`config.mk`:
```
export PLATFORM = sky130hd
export DESIGN_NAME = class_key_cmp_nway
export DESIGN_NICKNAME = d
export VERILOG_FILES = /design/src/rtl/class_key_cmp_nway.sv
export SDC_FILE = /design/constraint.sdc
export NUM_CORES = 1
export LEC_CHECK = 0
export BUFFER_PORTS_ARGS = -buffer_cell sky130_fd_sc_hd__buf_2
export CAP_MARGIN = 20
export CORE_ASPECT_RATIO = 2
export CORE_MARGIN = 1.5
export CORE_UTILIZATION = 40
export DETAILED_ROUTE_END_ITERATION = 6
export GPL_TIMING_DRIVEN = 1
export HOLD_SLACK_MARGIN = 0.08
export MAX_ROUTING_LAYER = met4
export PLACE_DENSITY = 0.62
export SLEW_MARGIN = 20
export SYNTH_ARGS = -nofsm -noshare
export SYNTH_HDL_FRONTEND = slang
export SYNTH_SLANG_ARGS = --single-unit
```
`constraint.sdc`:
```
create_clock -name clk -period 11.58 [get_ports clk]
set_input_delay 0.579 -clock clk [delete_from_list [all_inputs] [get_ports clk]]
set_output_delay 0.579 -clock clk [all_outputs]
set_load 0.05 [all_outputs]
```
`src/rtl/class_key_cmp_nway.sv`:
```
// class_key_cmp_nway: N-way exact-match resolver merged in order with the TCAM result.
// Latency: final_vld at S+RD_LAT+NUM_WAYS+1 when the TCAM result is already queued,
// otherwise one cycle after of_tcam_vld. There is no backpressure; a push into a full
// result queue drops that entry and sets the sticky ovf_err.
//
// Ports:
//   clk, rst_n                  clock, asynchronous active-low reset
//   pkt_strobe, pkt_hbkt_err,   lookup start (beat 0), hash-bucket error and key,
//   key_orig                    all sampled with pkt_strobe
//   way_vld, val_ptr            per-beat candidate flag and value-memory address
//   value_mem_dout_q            stored key, arrives RD_LAT cycles after its beat
//   of_tcam_*, tcam_ptr         TCAM result, delivered in lookup order with any timing
//   final_*                     resolved result; final_vld is a one-cycle strobe
//   ovf_err                     sticky: result queue overflow or restarted lookup
// Optional: define CLASS_KEY_CMP_STATS_EN to add stat_clr and four saturating
// 32-bit outcome counters.
module class_key_cmp_nway #(
  parameter int KEY_LEN   = 276,
  parameter int VT_AWIDTH = 15,
  parameter int NUM_WAYS  = 4,
  parameter int RD_LAT    = 4,
  parameter int RQ_DEPTH  = 4
) (
  input  logic                 clk,
  input  logic                 rst_n,
  input  logic                 pkt_strobe,
  input  logic                 pkt_hbkt_err,
  input  logic [KEY_LEN-1:0]   key_orig,
  input  logic                 way_vld,
  input  logic [VT_AWIDTH-1:0] val_ptr,
  input  logic [KEY_LEN-1:0]   value_mem_dout_q,
  input  logic                 of_tcam_vld,
  input  logic                 of_tcam_err,
  input  logic                 of_tcam_hit_miss,
  input  logic [VT_AWIDTH-1:0] tcam_ptr,
  output logic                 final_vld,
  output logic                 final_err,
  output logic                 final_hit_miss,
  output logic                 final_src,
  output logic [VT_AWIDTH-1:0] final_ptr,
  output logic                 ovf_err
`ifdef CLASS_KEY_CMP_STATS_EN
  ,
  input  logic                 stat_clr,
  output logic [31:0]          stat_exact_hit,
  output logic [31:0]          stat_tcam_hit,
  output logic [31:0]          stat_miss,
  output logic [31:0]          stat_err
`endif
);

  localparam int CW = (NUM_WAYS > 1) ? $clog2(NUM_WAYS) : 1;
  localparam int PW = (RQ_DEPTH > 1) ? $clog2(RQ_DEPTH) : 1;
  // Queue entry layout shared by both queues: {err, multi, hit, ptr}.
  // TCAM entries carry multi = 0.
  localparam int HW = VT_AWIDTH + 3;

  // ---------------- beat generation ----------------
  logic          busy_q;
  logic [CW-1:0] cnt_q;
  logic [CW-1:0] b_idx;
  logic          b_vld, b_last, abort;

  assign b_idx  = pkt_strobe ? '0 : cnt_q;
  assign b_vld  = pkt_strobe || busy_q;
  assign b_last = b_vld && (b_idx == CW'(NUM_WAYS - 1));
  // A strobe during a lookup restarts the counter. The old lookup never
  // reaches its last beat, so it never produces a hash result.
  assign abort  = pkt_strobe && busy_q;

  always_ff @(posedge clk or negedge rst_n) begin
    if (!rst_n) begin
      busy_q <= 1'b0;
      cnt_q  <= '0;
    end else if (pkt_strobe) begin
      busy_q <= (NUM_WAYS > 1);
      cnt_q  <= CW'(1);
    end else if (busy_q) begin
      if (cnt_q == CW'(NUM_WAYS - 1)) begin
        busy_q <= 1'b0;
        cnt_q  <= '0;
      end else begin
        cnt_q <= cnt_q + 1'b1;
      end
    end
  end

  // ---------------- RD_LAT alignment pipeline ----------------
  logic [RD_LAT-1:0]    dl_vld_q, dl_first_q, dl_last_q, dl_way_q, dl_herr_q;
  logic [VT_AWIDTH-1:0] dl_ptr_q [RD_LAT];
  logic [KEY_LEN-1:0]   dl_key_q [RD_LAT];

  always_ff @(posedge clk or negedge rst_n) begin
    if (!rst_n) begin
      dl_vld_q   <= '0;
      dl_first_q <= '0;
      dl_last_q  <= '0;
    end else begin
      for (int i = RD_LAT - 1; i > 0; i--) begin
        dl_vld_q[i]   <= dl_vld_q[i-1];
        dl_first_q[i] <= dl_first_q[i-1];
        dl_last_q[i]  <= dl_last_q[i-1];
      end
      dl_vld_q[0]   <= b_vld;
      dl_first_q[0] <= pkt_strobe;
      dl_last_q[0]  <= b_last;
    end
  end

  // Key and hash error travel alongside beat 0 only; later beats reuse the
  // copy latched when beat 0 is aligned, so each beat compares against its
  // own lookup's key.
  always_ff @(posedge clk) begin
    for (int i = RD_LAT - 1; i > 0; i--) begin
      dl_way_q[i]  <= dl_way_q[i-1];
      dl_herr_q[i] <= dl_herr_q[i-1];
      dl_ptr_q[i]  <= dl_ptr_q[i-1];
      dl_key_q[i]  <= dl_key_q[i-1];
    end
    dl_way_q[0]  <= way_vld;
    dl_herr_q[0] <= pkt_hbkt_err;
    dl_ptr_q[0]  <= val_ptr;
    dl_key_q[0]  <= key_orig;
  end

  logic               a_vld, a_first;
  logic [KEY_LEN-1:0] cur_key_q, key_cmp;
  logic               cur_herr_q, herr_cmp;

  assign a_vld    = dl_vld_q[RD_LAT-1];
  assign a_first  = dl_first_q[RD_LAT-1];
  assign key_cmp  = a_first ? dl_key_q[RD_LAT-1] : cur_key_q;
  assign herr_cmp = a_first ? dl_herr_q[RD_LAT-1] : cur_herr_q;

  always_ff @(posedge clk) begin
    if (a_vld && a_first) begin
      cur_key_q  <= dl_key_q[RD_LAT-1];
      cur_herr_q <= dl_herr_q[RD_LAT-1];
    end
  end

  // ---------------- registered compare + accumulate ----------------
  logic                 m_vld_q, m_first_q, m_last_q, m_hit_q, m_herr_q;
  logic [VT_AWIDTH-1:0] m_ptr_q;
  logic                 acc_hit_q, acc_multi_q;
  logic [VT_AWIDTH-1:0] acc_ptr_q;
  logic                 base_hit, base_multi, nxt_hit, nxt_multi;
  logic [VT_AWIDTH-1:0] base_ptr, nxt_ptr;

  always_ff @(posedge clk or negedge rst_n) begin
    if (!rst_n) begin
      m_vld_q   <= 1'b0;
      m_first_q <= 1'b0;
      m_last_q  <= 1'b0;
      m_hit_q   <= 1'b0;
      m_herr_q  <= 1'b0;
      m_ptr_q   <= '0;
    end else begin
      m_vld_q   <= a_vld;
      m_first_q <= a_vld && a_first;
      m_last_q  <= a_vld && dl_last_q[RD_LAT-1];
      m_hit_q   <= a_vld && dl_way_q[RD_LAT-1] && (value_mem_dout_q == key_cmp);
      m_herr_q  <= herr_cmp;
      m_ptr_q   <= dl_ptr_q[RD_LAT-1];
    end
  end

  // Beat 0 starts from a clean slate; the first match keeps its pointer.
  assign base_hit   = m_first_q ? 1'b0 : acc_hit_q;
  assign base_multi = m_first_q ? 1'b0 : acc_multi_q;
  assign base_ptr   = m_first_q ? '0   : acc_ptr_q;
  assign nxt_hit    = base_hit || m_hit_q;
  assign nxt_multi  = base_multi || (base_hit && m_hit_q);
  assign nxt_ptr    = base_hit ? base_ptr : (m_hit_q ? m_ptr_q : '0);

  always_ff @(posedge clk or negedge rst_n) begin
    if (!rst_n) begin
      acc_hit_q   <= 1'b0;
      acc_multi_q <= 1'b0;
      acc_ptr_q   <= '0;
    end else if (m_vld_q) begin
      acc_hit_q   <= nxt_hit;
      acc_multi_q <= nxt_multi;
      acc_ptr_q   <= nxt_ptr;
    end
  end

  // ---------------- result queues (0 = hash, 1 = TCAM) ----------------
  // An empty queue presents its incoming entry as head, so a push and pop in
  // the same cycle bypasses storage; this gives the one-cycle merge latency.
  logic          f_push     [2];
  logic [HW-1:0] f_wdat     [2];
  logic          f_head_vld [2];
  logic [HW-1:0] f_head     [2];
  logic          f_ovf      [2];
  logic          pop;

  assign f_push[0] = m_vld_q && m_last_q;
  assign f_wdat[0] = {m_herr_q, nxt_multi, nxt_hit, nxt_ptr};
  assign f_push[1] = of_tcam_vld;
  assign f_wdat[1] = {of_tcam_err, 1'b0, of_tcam_hit_miss, tcam_ptr};
  assign pop       = f_head_vld[0] && f_head_vld[1];

  function automatic logic [PW-1:0] ptr_inc(input logic [PW-1:0] p);
    return (p == PW'(RQ_DEPTH - 1)) ? '0 : p + 1'b1;
  endfunction

  for (genvar g = 0; g < 2; g++) begin : g_rq
    logic [HW-1:0] mem_q [RQ_DEPTH];
    logic [PW-1:0] wr_q, rd_q;
    logic [PW:0]   cnt_q;
    logic          empty, full, wr_en, rd_en;

    assign empty         = (cnt_q == '0);
    assign full          = (cnt_q == (PW+1)'(RQ_DEPTH));
    assign f_head_vld[g] = !empty || f_push[g];
    assign f_head[g]     = empty ? f_wdat[g] : mem_q[rd_q];
    assign rd_en         = pop && !empty;
    assign wr_en         = f_push[g] && !(empty && pop) && (!full || pop);
    assign f_ovf[g]      = f_push[g] && full && !pop;

    always_ff @(posedge clk or negedge rst_n) begin
      if (!rst_n) begin
        wr_q  <= '0;
        rd_q  <= '0;
        cnt_q <= '0;
      end else begin
        if (wr_en) wr_q <= ptr_inc(wr_q);
        if (rd_en) rd_q <= ptr_inc(rd_q);
        if (wr_en && !rd_en)      cnt_q <= cnt_q + 1'b1;
        else if (rd_en && !wr_en) cnt_q <= cnt_q - 1'b1;
      end
    end

    always_ff @(posedge clk) begin
      if (wr_en) mem_q[wr_q] <= f_wdat[g];
    end
  end

  // ---------------- merge ----------------
  logic res_err, h_hit, t_hit;

  assign res_err = f_head[0][HW-1] || f_head[0][HW-2] || f_head[1][HW-1] || f_head[1][HW-2];
  assign h_hit   = f_head[0][HW-3];
  assign t_hit   = f_head[1][HW-3];

  always_ff @(posedge clk or negedge rst_n) begin
    if (!rst_n) begin
      final_vld      <= 1'b0;
      final_err      <= 1'b0;
      final_hit_miss <= 1'b0;
      final_src      <= 1'b0;
      final_ptr      <= '0;
      ovf_err        <= 1'b0;
    end else begin
      final_vld <= pop;
      if (pop) begin
        final_err      <= res_err;
        final_hit_miss <= !res_err && (h_hit || t_hit);
        final_src      <= !res_err && !h_hit && t_hit;
        final_ptr      <= res_err ? '0 :
                          h_hit   ? f_head[0][VT_AWIDTH-1:0] :
                          t_hit   ? f_head[1][VT_AWIDTH-1:0] : '0;
      end
      if (abort || f_ovf[0] || f_ovf[1]) ovf_err <= 1'b1;
    end
  end

`ifdef CLASS_KEY_CMP_STATS_EN
  function automatic logic [31:0] sat_inc(input logic [31:0] c);
    return (c == 32'hFFFF_FFFF) ? c : c + 32'd1;
  endfunction

  always_ff @(posedge clk or negedge rst_n) begin
    if (!rst_n) begin
      stat_exact_hit <= '0;
      stat_tcam_hit  <= '0;
      stat_miss      <= '0;
      stat_err       <= '0;
    end else if (stat_clr) begin
      stat_exact_hit <= '0;
      stat_tcam_hit  <= '0;
      stat_miss      <= '0;
      stat_err       <= '0;
    end else if (final_vld) begin
      if (final_err)           stat_err       <= sat_inc(stat_err);
      else if (!final_hit_miss) stat_miss     <= sat_inc(stat_miss);
      else if (final_src)      stat_tcam_hit  <= sat_inc(stat_tcam_hit);
      else                     stat_exact_hit <= sat_inc(stat_exact_hit);
    end
  end
`endif

endmodule

```
==> Yosys cells after proc, flatten, opt, wreduce, memory -nomap -nowiden <==
Memories as Yosys holds them, arrays and structs flattened. A register that Yosys moved wholly into a read port is not among the register bits.
Cells that the tools add are included.
{ "totals": {"reg_bits": 356, "latch_bits": 0, "mem_bits_rw": 1304, "rom_bits": 0, "input_bits": 590, "out_inout_bits": 20, "wordCells": 142, "memories": 4} }
{ "classes": {"n_addsub": 9, "n_mul": 0, "div": 0, "magnitude_cmp": 0, "n_eq_ne": 9, "n_shift": 0, "mux": 31, "n_bitwise": 0, "reduce_logical": 60} }
{ "mem_list": {"columns": ["name", "depth", "word_bits", "read_ports", "rd_ports_with_merged_regs", "write_ports", "line", "rtl"], "rows": [
  ["dl_key_q", 4, 276, 4, 0, 4, "91", "logic [KEY_LEN-1:0] dl_key_q [RD_LAT];"],
  ["g_rq[0].mem_q", 4, 18, 1, 0, 1, "209", "logic [HW-1:0] mem_q [RQ_DEPTH];"],
  ["g_rq[1].mem_q", 4, 17, 1, 0, 1, "209", null],
  ["dl_ptr_q", 4, 15, 4, 1, 4, "90", "logic [VT_AWIDTH-1:0] dl_ptr_q [RD_LAT];"]
]} }
{ "op_table": {"columns": ["cell", "count"], "rows": [
  ["$eq 276x276->1", 1],
  ["$mux 276", 1],
  ["$mux 15", 6],
  ["$mux 18", 2],
  ["$logic_and 1x1->1", 28],
  ["$mux 2", 8],
  ["$logic_not 1->1", 14],
  ["$logic_or 1x1->1", 13],
  ["$eq 2x2->1 const B", 6],
  ["$mux 3", 4],
  ["$add 2x1->2 const B", 5],
  ["$mux 1", 10],
  ["$add 3x1->3 const B", 2],
  ["$eq 3x3->1 const B", 2],
  ["$logic_not 3->1", 2],
  ["$reduce_bool 2->1", 3],
  ["$sub 3x1->3 const B", 2]
]} }

==> Logic depth before layout (Yosys ltp) <==
{ "logic_depth": {"depth_word": 12, "depth_mapped": 12} }

==> Worst setup path after synthesis <==
Ideal clock, no wire load.
{ "synth_path": {"path_kind": "flip-flop to flip-flop", "start": "reg dl_first_q[3]", "end": "reg m_first_q", "setup_time_ns": 0.804, "arrival_ns": 7.418, "path_slack_ns": 3.357, "stages_incl_launch_ff": 7, "path_buffers": 5, "cell_sequence": "dfrtp_1 -> buf_6 -> buf_6 -> buf_6 -> buf_6 -> buf_4 -> and2_1"} }
{ "synth_between": {"elab_chain_cells": 1} }
{ "synth_rtl": {"columns": ["item", "line", "rtl"], "rows": [
  ["start, declared", "89", "logic [RD_LAT-1:0] dl_vld_q, dl_first_q, dl_last_q, dl_way_q, dl_herr_q;"],
  ["start signal, assigned by index", "101", "dl_first_q[i] <= dl_first_q[i-1];"],
  ["$logic_and 1x1->1", "160", "m_first_q <= a_vld && a_first;"],
  ["end signal, assigned", "160", null],
  ["end, declared", "143", "logic m_vld_q, m_first_q, m_last_q, m_hit_q, m_herr_q;"]
]} }
Every way passes these cells.
A chain may end at the register's enable or synchronous reset.

==> Worst setup path after layout <==
{ "layout_path": {"start": "reg dl_first_q[3]", "end": "reg cur_key_q[84], read port of dl_key_q, enable pin"} }
{ "layout_between": {"elab_chain_cells": 1} }
{ "layout_rtl": {"columns": ["item", "line", "rtl"], "rows": [
  ["$logic_and 1x1->1", "136", "if (a_vld && a_first) begin"],
  ["end, declared", "127", "logic [KEY_LEN-1:0] cur_key_q, key_cmp;"]
]} }
Every way passes these cells.

==> out/results.ini <==
[finish]
stdcell_area_sq_um = 59560
post-route-util = 0.5142
fin_cells = 5479
nNetsFinal = 4359
fillers = 9438
area_growth_pct = 27.78
drive_above_1_share = 0.2346

[synth]
synth_commonest_cells = 1172 x dfxtp_1, 417 x edfxtp_1, 277 x mux2i_1
synthFlopType = dfxtp_1
synth.most_common_cell = dfxtp_1
synth.largest_area_cell = dfxtp_1
yosysSeqAreaShare = 0.8182
synth-seq-cells = 1675
synth_warnings = 0
syn_area_per_cell_sq_um = 17.04
ys_types = 52
syn_nets = 3341
syn_area_sq_um = 46610
async_flop_share = 0.05134
synth_top_area_frac = 0.5034
synth_enable_flop_cells = 417
synth_top_cells_by_area = dfxtp_1 50%, edfxtp_1 27%, mux2i_1 5.9%, dfrtp_1 4.6%, xor2_1 2.2%
netlist_instances = 2736

[power_and_ir_drop]
max-vdd-ir-drop_mv = 0.1733
power_density_nw_per_um2 = 215.5
power_mw = 12.83
p_leak_nw = 24.88

[clock_tree]
clock_path_buffers = 3
root_buffer = clkbuf_16
clkSlewWorstSetupHoldPaths_ns = 0.07
cts_sinks = 1675
cts-htree-levels = 4
cts_made_buffers = 138
postCtsSetupBuffers = 0
ctsHoldBuffers = 312
clk_latency_ns = 0.76
cts_resized = 0
cts_tree = yes

[global_route]
antenna_found_initial = 92
grtUsageTotal = 0.2056
grt-ovfl-total = 0
grt_pass1_wl_mm = 171.4
grt_max_degree = 111
grt_pass1_vias = 25560

[sta]
max_slew_margin = 0.3109
period_minus_slack_ns = 4.609
setup_viol = 0
hold_slack_ns = 0.2483
slew_violations = 0
setup_slack_ns = 6.971
worst-slew-pin-transition_ns = 1.034
rsz0062_at_grt = false
fmax_ghz = 0.2170
final_hold_viol_count = 0
clock_skew_ns = 0.04161
fin_crit_sh = 0.3980
finalSetupTns_ns = 0

[route]
via_per_inst = 4.593
first_iter_violations = 1570
drtPass1Iterations = 7
drc = 0
wl_per_cell_um = 21.75
vias = 25170
wl_mm = 119.2
ant_nets = 0

[outcome]
status = completed

[die]
die_w_um = 244.4
ioPinCount = 610
die_y_um = 485.8
initial_core_util = 0.4024
core_area_sq_um = 115800
core.rowCount = 177
die_area_sq_um = 118700

[placement]
dpl-instance-area_sq_um = 51290
place_ws_ns = 6.857
place_congestion = 0.9227
placed_cells = 4823
dp_hpwl_mm = 87.33
io_buffers = 609

[job]
max_cap_violations = 0

[critical_path]
cp-end-kind = flip-flop
arrival_ns = 5.00
setup.worst_path.start_class = flip-flop
cp_max_fo = 60
worstSetupPathType = reg2reg
crit_required_ns = 11.98

[hold_path]
hold_path.class = in2reg

## where the power goes
| group | switching (mW) | internal, mW | total (mW) |
|---|---|---|---|
| combinational | 0.752 | 0.534 | 1.29 |
| clock | 2.16 | 2.71 | 4.87 |
| sequential | 0.199 | 6.48 | 6.68 |
## kinds of logic after synthesis
family                   synth area share
flip-flops                         0.8182
multiplexers                      0.07688
AND/OR/NAND/NOR                   0.02765
AO/OA/AOI/OAI                     0.03299
XOR/XNOR                          0.02894
buffers and inverters             0.01098
adder cells (fa/ha/maj)          0.004349
## worst paths after layout
kind | slack, ns | to | start | depth (start not counted)
worst max-delay path | 6.97 | cur_key_q[84] | dl_first_q[3] | 4
worst min-delay path | 0.25 | ovf_err | of_tcam_vld | 3
worst max register to register | 6.97 | cur_key_q[84] | dl_first_q[3] | 4
worst min register to register | 0.29 | m_ptr_q[1] | dl_ptr_q[3][1] | 0
max in group asynchronous | 10.06 | dl_first_q[3] | rst_n | 3
min in group asynchronous | 0.33 | final_ptr[3] | rst_n | 2
## layout by cell type, fill, tap and decap left out, types with 24 or more instances in the layout
master	netlist	routed
dfrtp_1	86	85
diode_2	0	87
o21ai_0	46	46
nor4_1	26	24
mux2i_1	277	277
dlygate4sd3_1	0	312
inv_1	24	24
dfxtp_1	1172	1172
mux4_2	33	33
nor2_1	58	58
xor2_1	117	117
buf_2	7	608
clkinv_2	0	27
clkbuf_16	0	153
edfxtp_1	417	417
nand4_1	41	41
xnor2_1	37	37
nand2_1	82	82
a21oi_1	65	65
## flip-flops by register name (all words and copies together) (netlist names), 2 cells and up
register and flops:
dl_key_q 1104, cur_key_q 276, g_rq.mem_q 140, dl_ptr_q 60
acc_ptr_q 15, final_ptr 15, m_ptr_q 15, g_rq.cnt_q 6
dl_first_q 4, dl_herr_q 4, dl_last_q 4, dl_vld_q 4
dl_way_q 4, g_rq.rd_q 4, g_rq.wr_q 4, cnt_q 2
## critical path, cell delays in order (launching register included)
cell and delay (ns):
dfrtp_4 0.99, buf_4 0.73, and2_4 0.82, buf_4 0.82
buf_4 0.75
## area by class of cell
class	instances	area, sq um	area share
Sequential cell	1675	38140	0.6404
Multi-Input combinational cell	978	7978	0.1339
Timing Repair Buffer	936	6299	0.1058
Clock buffer	188	4160	0.06985
Tap cell	1521	1903	0.03195
Clock inverter	69	767.0	0.01288
Antenna cell	87	217.7	0.003655
Inverter	25	93.84	0.001576
## per-layer routing
metal  vias up  wire length (um)  global-route usage
li1      11870                 -                   -
met1     12020             52970              0.2745
met2      1061             51100              0.3003
met3       217             11810             0.06340
met4         0              3295             0.06137
met5         -                 0                   -
(Power assumes the default switching activity.)
